## config.mk

```make
export PLATFORM = sky130hd
export DESIGN_NAME = cyc_wbuf
export DESIGN_NICKNAME = d
export VERILOG_FILES = /design/src/rtl/cyc_wbuf.sv
export SDC_FILE = /design/constraint.sdc
export NUM_CORES = 1
export LEC_CHECK = 0
export CAP_MARGIN = 20
export CORE_ASPECT_RATIO = 0.8
export CORE_MARGIN = 2
export CORE_UTILIZATION = 45
export DETAILED_ROUTE_END_ITERATION = 8
export PLACE_DENSITY = 0.66
export REMOVE_ABC_BUFFERS = 1
export SETUP_SLACK_MARGIN = 0.3
export SLEW_MARGIN = 20
export SYNTH_ARGS = -nofsm -noshare
export SYNTH_HDL_FRONTEND = slang
export SYNTH_SLANG_ARGS = --single-unit
```

## constraint.sdc

```tcl
create_clock -name clk -period 3.4 [get_ports clk]
set_input_delay 0.51 -clock clk [delete_from_list [all_inputs] [get_ports clk]]
set_output_delay 0.51 -clock clk [all_outputs]
set_load 0.02 [all_outputs]
```

## src/rtl/cyc_wbuf.sv

```systemverilog
// cyc_wbuf: cyclic weight buffer for the depthwise-conv PE array.
//
// Loads one kernel of DEPTH tap words (NCH channels of DW bits packed per
// word) over a valid/ready handshake. It then replays the kernel cfg_rep
// times to the PE array, also under valid/ready backpressure.
//
// Optional feature: define CYC_WBUF_ERR_EN to add a sticky err[1:0] output.
//   err[0]: start seen while not FULL.
//   err[1]: i_valid seen while i_ready is low.
//
// Ports:
//   clk, rst           clock, asynchronous active-high reset
//   flush              synchronous clear to EMPTY (memory contents kept)
//   i_data/i_valid/i_ready   kernel load handshake
//   start, cfg_rep     begin replay of cfg_rep passes (sampled in FULL)
//   o_data/o_valid/o_ready   registered tap stream to the PE array
//   o_first, o_last    o_data is tap 0 / tap DEPTH-1 of a pass
//   o_done             one-cycle pulse after the final tap transfers
//   full, empty        status (full: kernel held; empty: EMPTY/LOAD)
module cyc_wbuf #(
  parameter int unsigned DW    = 8,
  parameter int unsigned NCH   = 4,
  parameter int unsigned DEPTH = 9,
  parameter int unsigned CNTW  = 16,
  localparam int unsigned W    = NCH * DW,
  localparam int unsigned AW   = $clog2(DEPTH)
) (
  input  logic            clk,
  input  logic            rst,
  input  logic            flush,
  input  logic [W-1:0]    i_data,
  input  logic            i_valid,
  output logic            i_ready,
  input  logic            start,
  input  logic [CNTW-1:0] cfg_rep,
  output logic [W-1:0]    o_data,
  output logic            o_valid,
  input  logic            o_ready,
  output logic            o_first,
  output logic            o_last,
  output logic            o_done,
  output logic            full,
  output logic            empty
`ifdef CYC_WBUF_ERR_EN
  ,
  output logic [1:0]      err
`endif
);

  localparam logic [1:0] StEmpty = 2'd0;
  localparam logic [1:0] StLoad  = 2'd1;
  localparam logic [1:0] StFull  = 2'd2;
  localparam logic [1:0] StPlay  = 2'd3;

  localparam logic [AW-1:0] LastIdx = AW'(DEPTH - 1);

  logic [1:0]      state_q, state_d;
  logic [AW-1:0]   wptr_q, wptr_d;
  logic [AW-1:0]   rptr_q, rptr_d;
  logic [CNTW-1:0] rep_left_q, rep_left_d;
  logic [W-1:0]    o_data_q, o_data_d;
  logic            o_valid_q, o_valid_d;
  logic            o_first_q, o_first_d;
  logic            o_last_q, o_last_d;
  logic            o_done_q, o_done_d;

  logic [W-1:0]    mem [DEPTH];

  logic            load_fire;
  logic            out_fire;

  assign i_ready   = (state_q == StEmpty) || (state_q == StLoad);
  assign empty     = i_ready;
  assign full      = (state_q == StFull);
  assign load_fire = i_valid && i_ready && !flush;
  assign out_fire  = o_valid_q && o_ready;

  assign o_data  = o_data_q;
  assign o_valid = o_valid_q;
  assign o_first = o_first_q;
  assign o_last  = o_last_q;
  assign o_done  = o_done_q;

  // Kernel storage; intentionally not reset. Replay only reads indices that
  // a completed load has written.
  always_ff @(posedge clk) begin
    if (load_fire) begin
      mem[wptr_q] <= i_data;
    end
  end

  always_comb begin
    state_d    = state_q;
    wptr_d     = wptr_q;
    rptr_d     = rptr_q;
    rep_left_d = rep_left_q;
    o_data_d   = o_data_q;
    o_valid_d  = o_valid_q;
    o_first_d  = o_first_q;
    o_last_d   = o_last_q;
    o_done_d   = 1'b0;

    if (flush) begin
      state_d    = StEmpty;
      wptr_d     = '0;
      rptr_d     = '0;
      rep_left_d = '0;
      o_valid_d  = 1'b0;
      o_first_d  = 1'b0;
      o_last_d   = 1'b0;
    end else begin
      case (state_q)
        StEmpty: begin
          if (i_valid) begin
            wptr_d  = AW'(1);
            state_d = StLoad;
          end
        end
        StLoad: begin
          if (i_valid) begin
            if (wptr_q == LastIdx) begin
              wptr_d  = '0;
              state_d = StFull;
            end else begin
              wptr_d = wptr_q + AW'(1);
            end
          end
        end
        StFull: begin
          if (start) begin
            if (cfg_rep != '0) begin
              state_d    = StPlay;
              rep_left_d = cfg_rep - CNTW'(1);
              rptr_d     = AW'(1);
              o_data_d   = mem[0];
              o_valid_d  = 1'b1;
              o_first_d  = 1'b1;
              o_last_d   = 1'b0;
            end else begin
              // Zero passes requested: complete immediately, emit nothing.
              state_d  = StEmpty;
              o_done_d = 1'b1;
            end
          end
        end
        StPlay: begin
          if (out_fire) begin
            if (o_last_q && (rep_left_q == '0)) begin
              state_d   = StEmpty;
              rptr_d    = '0;
              o_valid_d = 1'b0;
              o_first_d = 1'b0;
              o_last_d  = 1'b0;
              o_done_d  = 1'b1;
            end else begin
              // rptr always names the tap that follows the one on o_data.
              o_data_d  = mem[rptr_q];
              o_first_d = (rptr_q == '0);
              o_last_d  = (rptr_q == LastIdx);
              rptr_d    = (rptr_q == LastIdx) ? '0 : rptr_q + AW'(1);
              if (o_last_q) begin
                rep_left_d = rep_left_q - CNTW'(1);
              end
            end
          end
        end
        default: state_d = StEmpty;
      endcase
    end
  end

  always_ff @(posedge clk or posedge rst) begin
    if (rst) begin
      state_q    <= StEmpty;
      wptr_q     <= '0;
      rptr_q     <= '0;
      rep_left_q <= '0;
      o_data_q   <= '0;
      o_valid_q  <= 1'b0;
      o_first_q  <= 1'b0;
      o_last_q   <= 1'b0;
      o_done_q   <= 1'b0;
    end else begin
      state_q    <= state_d;
      wptr_q     <= wptr_d;
      rptr_q     <= rptr_d;
      rep_left_q <= rep_left_d;
      o_data_q   <= o_data_d;
      o_valid_q  <= o_valid_d;
      o_first_q  <= o_first_d;
      o_last_q   <= o_last_d;
      o_done_q   <= o_done_d;
    end
  end

`ifdef CYC_WBUF_ERR_EN
  logic [1:0] err_q, err_d;

  always_comb begin
    err_d = err_q;
    if (flush) begin
      err_d = '0;
    end else begin
      if (start && (state_q != StFull)) err_d[0] = 1'b1;
      if (i_valid && !i_ready)          err_d[1] = 1'b1;
    end
  end

  always_ff @(posedge clk or posedge rst) begin
    if (rst) begin
      err_q <= '0;
    end else begin
      err_q <= err_d;
    end
  end

  assign err = err_q;
`endif

endmodule

```

# [Word level (Yosys, flattened, before mapping)]
# Memory sizes are Yosys's and may differ from the RTL's.
# Index checks and enable logic that the tools add are counted.
[word_totals] reg_bits=62 latch_bits=0 mem_bits_rw=288 rom_bits=0 inputBits=54 output_inout_bits=39 wordCells=109 mem_count=1
[classes] addsub=4 mul=0 n_div=0 n_lt_le_gt_ge=0 eq_ne=18 n_shift=0 mux=57 n_bitwise=1 reduce_logical=19
[memory_table] name="mem" words=9 word_bits=32 rd=2 rd_clocked_by_memory_dff=0 wr=1 line="67" rtl="logic [W-1:0] mem [DEPTH];"
[ops] operator="$mux W32" n=4
[ops] operator="$mux W16" n=6
[ops] operator="$pmux W32 S2" n=1
[ops] operator="$mux W4" n=10
[ops] operator="$pmux W16 S2" n=1
[ops] operator="$sub A16 B1 Y16 const B" n=2
[ops] operator="$ne A3 B3 Y1 const B" n=7
[ops] operator="$mux W1" n=20
[ops] operator="$reduce_and A6 Y1" n=3
[ops] operator="$logic_not A16 Y1" n=1
[ops] operator="$mux W2" n=8
[ops] operator="$pmux W4 S2" n=2
[ops] operator="$reduce_bool A16 Y1" n=1
[ops] operator="$add A4 B1 Y4 const B" n=2
[ops] operator="$eq A4 B4 Y1 const B" n=2
[ops] operator="$pmux W1 S2" n=4
[ops] operator="$pmux W2 S4" n=1
[ops] operator="$ne A2 B2 Y1 const B" n=3
[ops] operator="$ne A3 B2 Y1 const B" n=2
[ops] operator="$reduce_bool A3 Y1" n=2
[ops] operator="$reduce_and A5 Y1" n=1
[ops] operator="$eq A2 B2 Y1 const B" n=2
[ops] operator="$logic_and A1 B1 Y1" n=4
[ops] operator="$logic_not A4 Y1" n=1
[ops] operator="other kinds (9)" n=9

# [Longest topological paths before layout]
[depth] word_depth=6 depth_mapped=12 depth_no_buf=8

# [Least setup slack after synthesis]
# OpenSTA, ideal clock, no wires.
[synth_timing] path_kind="register -> register" from="register state_q[1]" to="register rep_left_q[12]" setup_ns=0.131 arrival_time_ns=3.131 path_slack_ns=0.138 stages_incl_launch_ff=13 n_path_buf=4 synth_period_minus_slack_ns=3.262 cell_sequence="dfrtp_1 > buf_6 > nand2_1 > buf_1 > buf_2 > buf_1 > mux2i_1 > ha_1 > nand3_1 > a2111oi_2 > mux2_1 > a22oi_1 > o21ai_1"
[synth_between] elab_chain_cells=3
[synth_rtl] item="from (decl)" line="57" rtl="logic [1:0] state_q, state_d;"
[synth_rtl] item="from (signal assigned)" line="174" rtl="state_q <= StEmpty;"
[synth_rtl] item="from (signal assigned)" line="184" rtl="state_q <= state_d;"
[synth_rtl] item="$eq A2 B2 Y1" line="112" rtl="case (state_q)"
[synth_rtl] item="$ne A3 B3 Y1 (no source line) (tied with other cells)"
[synth_rtl] item="$reduce_and A6 Y1 (no source line) / $mux W16 (equally long branches)"
[synth_rtl] item="to (signal assigned)" line="187" rtl="rep_left_q <= rep_left_d;"
[synth_rtl] item="to (decl)" line="60" rtl="logic [CNTW-1:0] rep_left_q, rep_left_d;"
# Parallel ways exist; a longest one is shown, timed or not.
# A chain may end at the register's enable or synchronous reset.

# [Worst setup path in the final report]
[layout_timing] from="register state_q[1]" to="output full"
[layout_between] elab_chain_cells=1
[layout_rtl] item="$eq A2 B2 Y1" line="74" rtl="assign full = (state_q == StFull);"
[layout_rtl] item="to (decl)" line="42" rtl="output logic full,"
# No other way between the ends.

==> impl_metrics.py <==
metrics = {
    "run_status": {
        "outcome": "finished clean",
    },
    "logic_synthesis": {
        "avgSynthCellArea_sq_um": 15.5,
        "synth_edf_count": 288,
        "synth.cells.most_frequent": "288 x edfxtp_1, 129 x nand2_1, 70 x nor2_1",
        "async_flop_share_pct": 17.7,
        "yosysMostFrequentCell": "edfxtp_1",
        "yosysTopAreaCell": "edfxtp_1",
        "synth_area_leaders": "edfxtp_1 58%, dfrtp_1 10%, mux4_2 9.7%, nand2_1 3.3%, mux2i_1 2.8%",
        "synth_cell_types": 62,
        "ys_seq_area_share_pct": 68.9,
        "synth_top_area_share_pct": 58.4,
        "syn-instance-count": 958,
        "yosys_warnings": 0,
        "synth-seq-cells": 350,
        "synth_ff_type": "edfxtp_1",
        "synthesis.area_sq_um": 14800,
    },
    "clock_tree": {
        "cts_setup_buffers": 0,
        "cts_tree": "built",
        "clk_path_buf_depth": 3,
        "cts.hold.buffers_added": 0,
        "cts_buffers": 37,
        "cts_sinks": 350,
        "cts_resized": 0,
        "insertion_delay_ns": 0.52,
        "h-tree-depth": 2,
        "clkTransAtPathRegs_ns": 0.06,
        "clockRootBuffer": "clkbuf_16",
    },
    "sta": {
        "max_freq_mhz": 386,
        "timing.hold.ws_ns": 0.381,
        "max-slew-margin-rel_pct": 49.1,
        "slew_violations": 0,
        "setup_violations": 0,
        "period_minus_slack_ns": 2.59,
        "skew_ns": 0.0185,
        "hold_violations": 0,
        "fin_crit_sh_pct": 76.2,
        "worst_pin_slew_ns": 0.763,
        "grt_setup_unrepaired": "false",
    },
    "routing": {
        "drt_iter0_markers": 709,
        "vias": 8681,
        "routed_wl_um": 34000,
        "firstDrtPassIters": 5,
        "route.detailed.wl_per_inst_um": 22.3,
        "postRouteAntennaNets": 0,
        "via_per_inst": 5.69,
        "drt_drc_violations_left": 0,
    },
    "power": {
        "power_mw": 9.11,
        "swShare_pct": 20.8,
        "p_leak_nw": 5.87,
        "p_int_mw": 7.22,
        "p_comb_share_pct": 5.2,
        "powerDensity_nw_per_um2": 520,
        "seqPwrFrac_pct": 52.2,
        "clkPwrFrac_pct": 42.5,
        "power.switching_mw": 1.90,
        "ir_drop_mv": 0.453,
    },
    "place": {
        "dp_hpwl_um": 19900,
        "globalplace.congestion": 0.881,
        "dp.cells": 1458,
        "io_buffers": 92,
    },
    "cells_and_area": {
        "drive_above_1_share_pct": 17.0,
        "antennaDiodeCount": 0,
        "fillCellCount": 2646,
        "fin_cells": 1526,
        "multiInputGateArea_sq_um": 4300,
        "syn_to_final_growth_pct": 18.5,
        "regArea_sq_um": 10200,
        "fin_nets": 1131,
    },
    "worst_setup_path": {
        "crit_type": "register to output port",
        "cp-start-kind": "register",
        "end_kind": "output port",
        "crit_required_ns": 2.89,
        "crit_fanout": 22,
        "reg2reg_slack_ns": 0.82,
        "cp.arrival_ns": 2.08,
    },
    "floorplan": {
        "num_io_pins": 93,
        "start_util_pct": 45.6,
        "die_h_um": 166,
        "core_area_sq_um": 32500,
        "die-area_sq_um": 34400,
        "dieWidth_um": 207,
        "rows": 59,
    },
    "global_route": {
        "grt_max_degree": 49,
        "grt_pass1_vias": 8567,
        "grt_usage_pct": 20.0,
        "overflow": 0,
        "antenna_found_initial": 2,
        "grt_pass1_wl_um": 51800,
    },
    "hold_path": {
        "min_path_type": "input port to asynchronous set/reset pin",
    },
    "flow_run": {
        "max-cap-violations": 0,
    },
}
## worst max-delay path, cell delays in order, from the launching register on
cell	delay, ns
dfrtp_1	0.35
buf_4	0.29
inv_1	0.20
nor2_1	0.12
clkdlybuf4s50_1	0.60
## layer usage
| metal | vias to the layer above | track usage [%] | part of all wire, % | routed length, um |
|---|---|---|---|---|
| met1 | 4426 | 30.1 | 45 | 15300 |
| met3 | 37 | 3.67 | 7.6 | 2580 |
| li1 | 3924 | - | - | - |
| met4 | 2 | 3.64 | 1.2 | 417 |
| met5 | - | 0 | 0.044 | 15 |
| met2 | 292 | 31.1 | 46 | 15600 |
## power by group through the flow
stage | clock, mW | sequential, mW | combinational (mW)
6_report | 3.88 | 4.76 | 0.478
5_1_grt | 4.13 | 4.77 | 0.526
4_1_cts | 3.95 | 4.76 | 0.484
3_5_place_dp | 0 | 4.85 | 0.481
3_3_place_gp | 0 | 4.85 | 0.474
2_1_floorplan | 0 | 4.86 | 0.248
## metrics by stage
| stage | setup TNS, ns | utilization [%] | area [sq um] | worst slack [ns] |
|---|---|---|---|---|
| finish | 0 | 54.0 | 17500 | 0.808 |
| global placement | 0 | 50.4 | 16400 | 0.519 |
| detailed placement | 0 | 50.4 | 16400 | 0.458 |
| global route | 0 | 54.0 | 17500 | 0.707 |
| floorplan | -17.65 | - | 14500 | -0.502 |
| CTS | 0 | 54.0 | 17500 | 0.825 |
## logic make-up after synthesis
kind of cell | count (synthesis) | synth area share [%]
DFF | 350 | 68.9
buffers and inverters | 69 | 2.21
xor gates and xnor gates | 3 | 0.178
and+or+nand+nor | 263 | 8.01
AOI/OAI and AO/OA | 155 | 7.14
adders and majority gates | 7 | 0.592
muxes | 111 | 13.0
## flip-flops by register name (all words and copies together), names as in the netlist
register / flops
rep_left_q: 16
mem: 288
rptr_q: 4
o_done: 1
state_q: 2
o_valid: 1
o_last: 1
wptr_q: 4
o_first: 1
o_data: 32
## layout by cell type (no fill, tap or decap), types with 3 or more instances in the layout
| master | n |
|---|---|
| and4bb_2 | 3 |
| a21oi_1 | 11 |
| and2_2 | 9 |
| buf_12 | 7 |
| clkbuf_1 | 14 |
| edfxtp_1 | 288 |
| mux2_2 | 3 |
| a21o_1 | 3 |
| nand3_1 | 6 |
| and2_1 | 5 |
| nor2_1 | 69 |
| inv_1 | 11 |
| dfrtp_1 | 58 |
| clkbuf_16 | 37 |
| o21a_1 | 4 |
| o21ai_0 | 50 |
| a211oi_1 | 5 |
| o31ai_1 | 9 |
| clkdlybuf4s50_1 | 92 |
| nand4_1 | 3 |
| o21ai_1 | 6 |
| bufinv_16 | 3 |
| xor2_1 | 3 |
| clkinv_1 | 7 |
| buf_4 | 31 |
| a31oi_1 | 37 |
| nor3_1 | 11 |
| nor4_1 | 5 |
| nand2b_1 | 5 |
| a22o_1 | 3 |
| a22oi_1 | 4 |
| ha_1 | 7 |
| dfrtp_2 | 3 |
| nand2_1 | 128 |
| mux2i_1 | 42 |
| mux4_2 | 64 |
## area by class of cell
type | instances | share of cell area, %
timing repair buffer | 130 | 7.38
sequential | 350 | 58.2
inverter | 12 | 0.257
tap | 427 | 3.05
clock inverter | 16 | 0.984
multi-input combinational | 539 | 24.5
clock buffer | 52 | 5.66
## final timing paths
kind,from,cells past startpoint,end
min reg2reg,rep_left_q[8]$_DFFE_PP0P_,2,rep_left_q[8]$_DFFE_PP0P_
min,rst,2,o_data[8]$_DFFE_PP0P_
min in group clk,rep_left_q[8]$_DFFE_PP0P_,2,rep_left_q[8]$_DFFE_PP0P_
max in group asynchronous,rst,3,o_data[18]$_DFFE_PP0P_
max,state_q[1]$_DFFE_PP0P_,4,full
max reg2reg,state_q[0]$_DFFE_PP0P_,7,rep_left_q[13]$_DFFE_PP0P_
Note: power is estimated with default switching activity, not from simulation.
==> patch 1, RTL diff (same flow settings) <==
The option `CYC_WBUF_ERR_EN` is turned on by a define.
--- a/src/rtl/cyc_wbuf.sv
+++ b/src/rtl/cyc_wbuf.sv
@@ -19,2 +19,4 @@
 //   full, empty        status (full: kernel held; empty: EMPTY/LOAD)
+`define CYC_WBUF_ERR_EN
+
 module cyc_wbuf #(
Check against the original RTL (old outputs only; new: err): equivalent (equiv_simple and equiv_induct, registers matched by name and starting in step).
==> patch 1 against the unedited design <==
Area after synthesis down 0.27%; worst setup slack worse by 0.13 ns; wire length down 5.2%; non-clock buffer count is 6 lower; first-iteration DRC count is 5.5% higher; final area is essentially flat; sequential cell count is 2 higher; highest routed layer unchanged; global-route usage fell by 0.86 points; sequential share of layout area is 0.34 points higher.
Power is not compared: it rests on default switching activity, and its combinational part moved more than twofold at a synthesized area within 25%.
==> patch 1: results (changes against the unedited design) <==
stage	metric	value	unit	change
outcome	status	finished clean		
logic_synthesis	number of synthesis warnings	0		unchanged
route	metal2 WL	14700	um	-5.9%
clock_tree	clock buffer count from CTS	36		-2.7%
logic_synthesis	top post-synthesis cells by area	edfxtp_1, dfrtp_1, mux4_2, mux2i_1, nand2_1		
logic_synthesis	top-count cell post-synth	edfxtp_1		
global_route	first-pass GRT wire length	49700	um	-4.2%
route	metal3 WL	1620	um	-37%
placed_design	PortBufs	94		+2.2%
logic_synthesis	register area share after synthesis	0.694		+0.00526
placed_design	global placement routability congestion	0.856		-2.9%
global_route	gr usage total	0.192		-0.00864
clock_tree	CTS root buf	clkbuf_16		
global_route	initial antenna violation count	4		+2
critical_path	Max stage delay on crit path	0.72	ns	+0.12 ns
route	first drt pass iteration count	5		unchanged
critical_path	Crit. Startpoint	rep_left_q[1]		
critical_path	reg-to-reg critical path startpoint	rep_left_q[1]		
route	DR WL/cell	21.8	um	-2.0%
critical_path	CP max FO	16		-27%
timing	Worst-Margin Slew	0.846	ns	+0.0834 ns
logic_synthesis	Post-synth top cells	edfxtp_1, nand2_1, mux2i_1, dfrtp_1, mux4_2		
power	Max IR drop VDD	0.325	mV	
placed_design	DP HPWL	18500	um	-7.2%
logic_synthesis	Mapped Cells	909		-5.1%
finish	nets@finish	1079		-4.6%
clock_tree	Max Root-Sink Buffers	3		unchanged
global_route	maximum number of pins on one net before global-route repair	65		+33%
critical_path	FF-to-FF path depth	6		-1
route	Metal-1 WL	15200	um	-0.68%
critical_path	RR Endpoint	rep_left_q[4]		
route	1st-iter DRT viols	748		+5.5%
global_route	vias in the first global route	8289		-3.2%
clock_tree	clock transition at the registers of the reported paths	0.06	ns	about the same
timing	Post-Route Skew	0.0105	ns	-0.00804 ns
finish	fill count	2553		-3.5%
logic_synthesis	EDFF count, synth	288		unchanged
logic_synthesis	asr flop ratio synth	0.182		+0.00468
timing	Hold Slack	0.324	ns	-0.0574 ns
power	leakage dissipation	0.00578	uW	
critical_path	reg2reg setup slack	0.68	ns	-0.14 ns
logic_synthesis	synth unique cells	57		-8.1%
finish	max reg flops	288		unchanged
finish	share of cells above drive strength 1	0.159		-0.0113
placed_design	placed cells	1407		-3.5%
clock_tree	Worst-Skew Late Latency	0.51	ns	
route	Vias	8371		-3.6%
critical_path	slowest CP cell	a41oi_2		
clock_tree	setup bufs post-CTS	0		unchanged
route	via/cell ratio	5.68		-0.24%
-- patch 1: changes by cell type after synthesis, moves of 6 or more --
cell | before | now
nand3_1 | 6 | 12
o31ai_1 | 9 | 0
nor2_1 | 70 | 23
nand2_1 | 129 | 101
o21ai_1 | 6 | 34
mux2i_1 | 42 | 71
a31oi_1 | 37 | 18
clkbuf_1 | 26 | 20
a21oi_1 | 11 | 17
-- patch 1: kinds of logic after synthesis --
logic type | synth area share
muxes | 0.146
buffers and inverters | 0.0237
adders and majority gates | 0.00593
and+or+nand+nor | 0.0643
DFF | 0.694
AOI/OAI and AO/OA | 0.0641
xor gates and xnor gates | 0.00178
-- patch 1: power groups by stage --
stage                     Combinational [uW]  Clock, uW  Sequential (uW)
after CTS                               1220       4050             5090
after detailed placement                1220          0             5180
after global routing                    1310       4250             5120
after global placement                  1200          0             5170
final                                   1210       3970             5090
after floorplan                          400          0             5360
-- patch 1: area by class of cell --
type / instances / share of cell area
clock buffer: 46 / 0.0565
sequential: 352 / 0.585
timing repair buffer: 124 / 0.0751
antenna: 3 / 0.000428
multi-input combinational: 491 / 0.238
tap: 427 / 0.0305
inverter: 13 / 0.00278
clock inverter: 19 / 0.0115
-- patch 1: per-stage QoR --
stage / utilization / power (uW) / setup slack (ns) / instance area [sq um]
after CTS: 0.541 / 10400 / 0.730 / 17500
after detailed placement: 0.504 / 6390 / 0.510 / 16300
final: 0.541 / 10300 / 0.679 / 17500
after global placement: 0.504 / 6370 / 0.557 / 16300
after floorplan: - / 5760 / -0.511 / 14500
after global routing: 0.541 / 10700 / 0.589 / 17500
-- patch 1: how the worst max path moves through the flow --
stage | end | slack [ns]
3_3_place_gp | rep_left_q[2] | 0.56
3_5_place_dp | rep_left_q[2] | 0.51
2_1_floorplan | o_data[0] | -0.51
4_1_cts | full | 0.73
6_report | rep_left_q[4] | 0.68
5_1_grt | rep_left_q[4] | 0.59
-- patch 1: critical path, delay by kind of cell, from the launching register on --
kind	cells	cell delay (ns)
simple gates	3	1.05
compound gates	3	1.15
flops	1	0.43
-- patch 1: layer usage --
layer  GRT usage  vias up
met5           0        -
met4      0.0519        2
met3      0.0316       50
met2       0.291      245
met1       0.289     4286
li1            -     3788
==> patch 2, RTL diff (same settings) <==
Made on the original files. `o_data_q` no longer has a reset.
--- a/src/rtl/cyc_wbuf.sv
+++ b/src/rtl/cyc_wbuf.sv
@@ -177,3 +177,2 @@
       rep_left_q <= '0;
-      o_data_q   <= '0;
       o_valid_q  <= 1'b0;
@@ -187,3 +186,2 @@
       rep_left_q <= rep_left_d;
-      o_data_q   <= o_data_d;
       o_valid_q  <= o_valid_d;
@@ -195,2 +193,6 @@
 
+  always_ff @(posedge clk) begin
+    o_data_q <= o_data_d;
+  end
+
 `ifdef CYC_WBUF_ERR_EN
Formal check against the unedited RTL: same outputs for any inputs over 4 cycles, from zero or initial values and one cycle with rst high; that may be too few to reach the edited logic, so the function may still have changed.
==> patch 2 against the unedited design <==
Worst setup slack worse by 0.30 ns; power is 1.2% lower; area after synthesis is 1.9% lower; critical path depth is 1 lower; die area is 1.8% lower; non-clock buffer count is 1 lower; wire length is 8.0% lower; final area is 1.1% lower; sequential cell count stayed put; sequential power is 0.8% higher; register-to-register slack worse by 0.29 ns; synthesized cell count is 8.9% lower; count of clock-buffer cells in the layout is 9 lower.
==> patch 2: results (changes against the unedited design) <==
stage	metric	value	unit	change
global_route	gr usage total	0.193		-0.00777
placed_design	global placement routability congestion	0.862		-2.1%
global_route	maximum number of pins on one net before global-route repair	64		+31%
clock_tree	clock buffer count from CTS	35		-5.4%
critical_path	CP max FO	13		-41%
timing	Worst-Margin Slew	0.872	ns	+0.109 ns
timing	f_max	345	MHz	-11%
critical_path	reg-to-reg critical path startpoint	state_q[0]		
placed_design	placed cells	1373		-5.8%
power	Int Power	7170	uW	-0.62%
power	leakage dissipation	0.00569	uW	-3.1%
placed_design	pre-CTS worst setup slack	0.412	ns	-0.0464 ns
route	DR WL/cell	21.7	um	-2.4%
route	metal3 WL	1680	um	-35%
global_route	first-pass GRT wire length	48300	um	-6.7%
logic_synthesis	top post-synthesis cells by area	edfxtp_1, mux4_2, dfrtp_1, mux2i_1, nor2_1		
route	metal2 WL	14600	um	-6.4%
placed_design	DP HPWL	18700	um	-6.1%
critical_path	RR Endpoint	rep_left_q[14]		
clock_tree	clock transition at the registers of the reported paths	0.06	ns	about the same
global_route	vias in the first global route	7832		-8.6%
power	Max IR drop VDD	0.319	mV	-30%
logic_synthesis	synth unique cells	70		+13%
critical_path	FF-to-FF path depth	8		+1
finish	share of cells above drive strength 1	0.177		+0.00666
route	1st-iter DRT viols	638		-10%
outcome	status	finished clean		
logic_synthesis	asr flop ratio synth	0.0857		-0.0914
route	Highest Signal Layer	met4		
logic_synthesis	register area share after synthesis	0.713		+0.0242
logic_synthesis	number of synthesis warnings	0		unchanged
finish	nets@finish	1052		-7.0%
clock_tree	H-tree Lvls	2		unchanged
critical_path	Crit. Startpoint	state_q[1]		
logic_synthesis	Post-synth top cells	edfxtp_1, nor2_1, mux4_2, nand2_1, a21oi_1		
route	via/cell ratio	5.62		-1.2%
global_route	initial antenna violation count	0		-2
logic_synthesis	EDFF count, synth	320		+11%
critical_path	WP data arrival	2.39	ns	+0.31 ns
route	Metal-1 WL	14500	um	-4.9%
finish	fill count	2541		-4.0%
placed_design	PortBufs	92		unchanged
logic_synthesis	Mapped Cells	873		-8.9%
route	Vias	8086		-6.9%
route	first drt pass iteration count	5		unchanged
critical_path	reg2reg setup slack	0.53	ns	-0.29 ns
timing	Post-Route Skew	0.0189	ns	+0.000418 ns
## patch 2: routing by layer
layer  up-vias  GRT usage
li1       3698          -
met2       228      0.302
met5         -          0
met3        30     0.0324
met1      4130      0.288
met4         0     0.0383
## patch 2: cells by family (layout without fill, tap and decap cells)
| group | Yosys count | count (layout) | share of synthesized area |
|---|---|---|---|
| buf+inv | 59 | 204 | 0.0171 |
| fa+ha+maj | 7 | 7 | 0.00603 |
| xor+xnor | 12 | 12 | 0.00724 |
| mux | 100 | 100 | 0.124 |
| flops | 350 | 350 | 0.713 |
| compound gates | 149 | 149 | 0.0656 |
| simple gates | 196 | 196 | 0.0666 |
## patch 2: worst max-delay path by stage
stage,end,depth (start not counted)
6_report,full,3
5_1_grt,rep_left_q[14],8
4_1_cts,full,3
3_5_place_dp,rep_left_q[14],8
3_3_place_gp,rep_left_q[14],8
2_1_floorplan,o_data[0],4
## patch 2: layout make-up
class	instances	area share
sequential	350	0.597
multi-input combinational	464	0.227
timing repair buffer	129	0.0767
inverter	11	0.00238
clock buffer	43	0.0534
tap	420	0.0303
clock inverter	21	0.0125
## patch 2: worst max-delay path, cell delays in order (launching register included)
cell and delay [ns]:
dfrtp_1 0.58, buf_4 0.30, nor2b_1 0.31, clkdlybuf4s50_1 0.68
## patch 2: power groups by stage
stage                     clock [uW]  sequential, uW  combinational [uW]
after floorplan                    0            4890                 157
after global placement             0            4890                 359
after detailed placement           0            4890                 363
after CTS                       3940            4800                 366
after global routing            4110            4800                 408
final                           3840            4800                 369
## patch 2: metrics by stage
| step | hold WS (ns) | area (sq um) |
|---|---|---|
| floorplan | 0.478 | 14300 |
| CTS | 0.542 | 17300 |
| global placement | 0.513 | 16200 |
| finish | 0.278 | 17400 |
| global route | 0.291 | 17400 |
| detailed placement | 0.529 | 16200 |
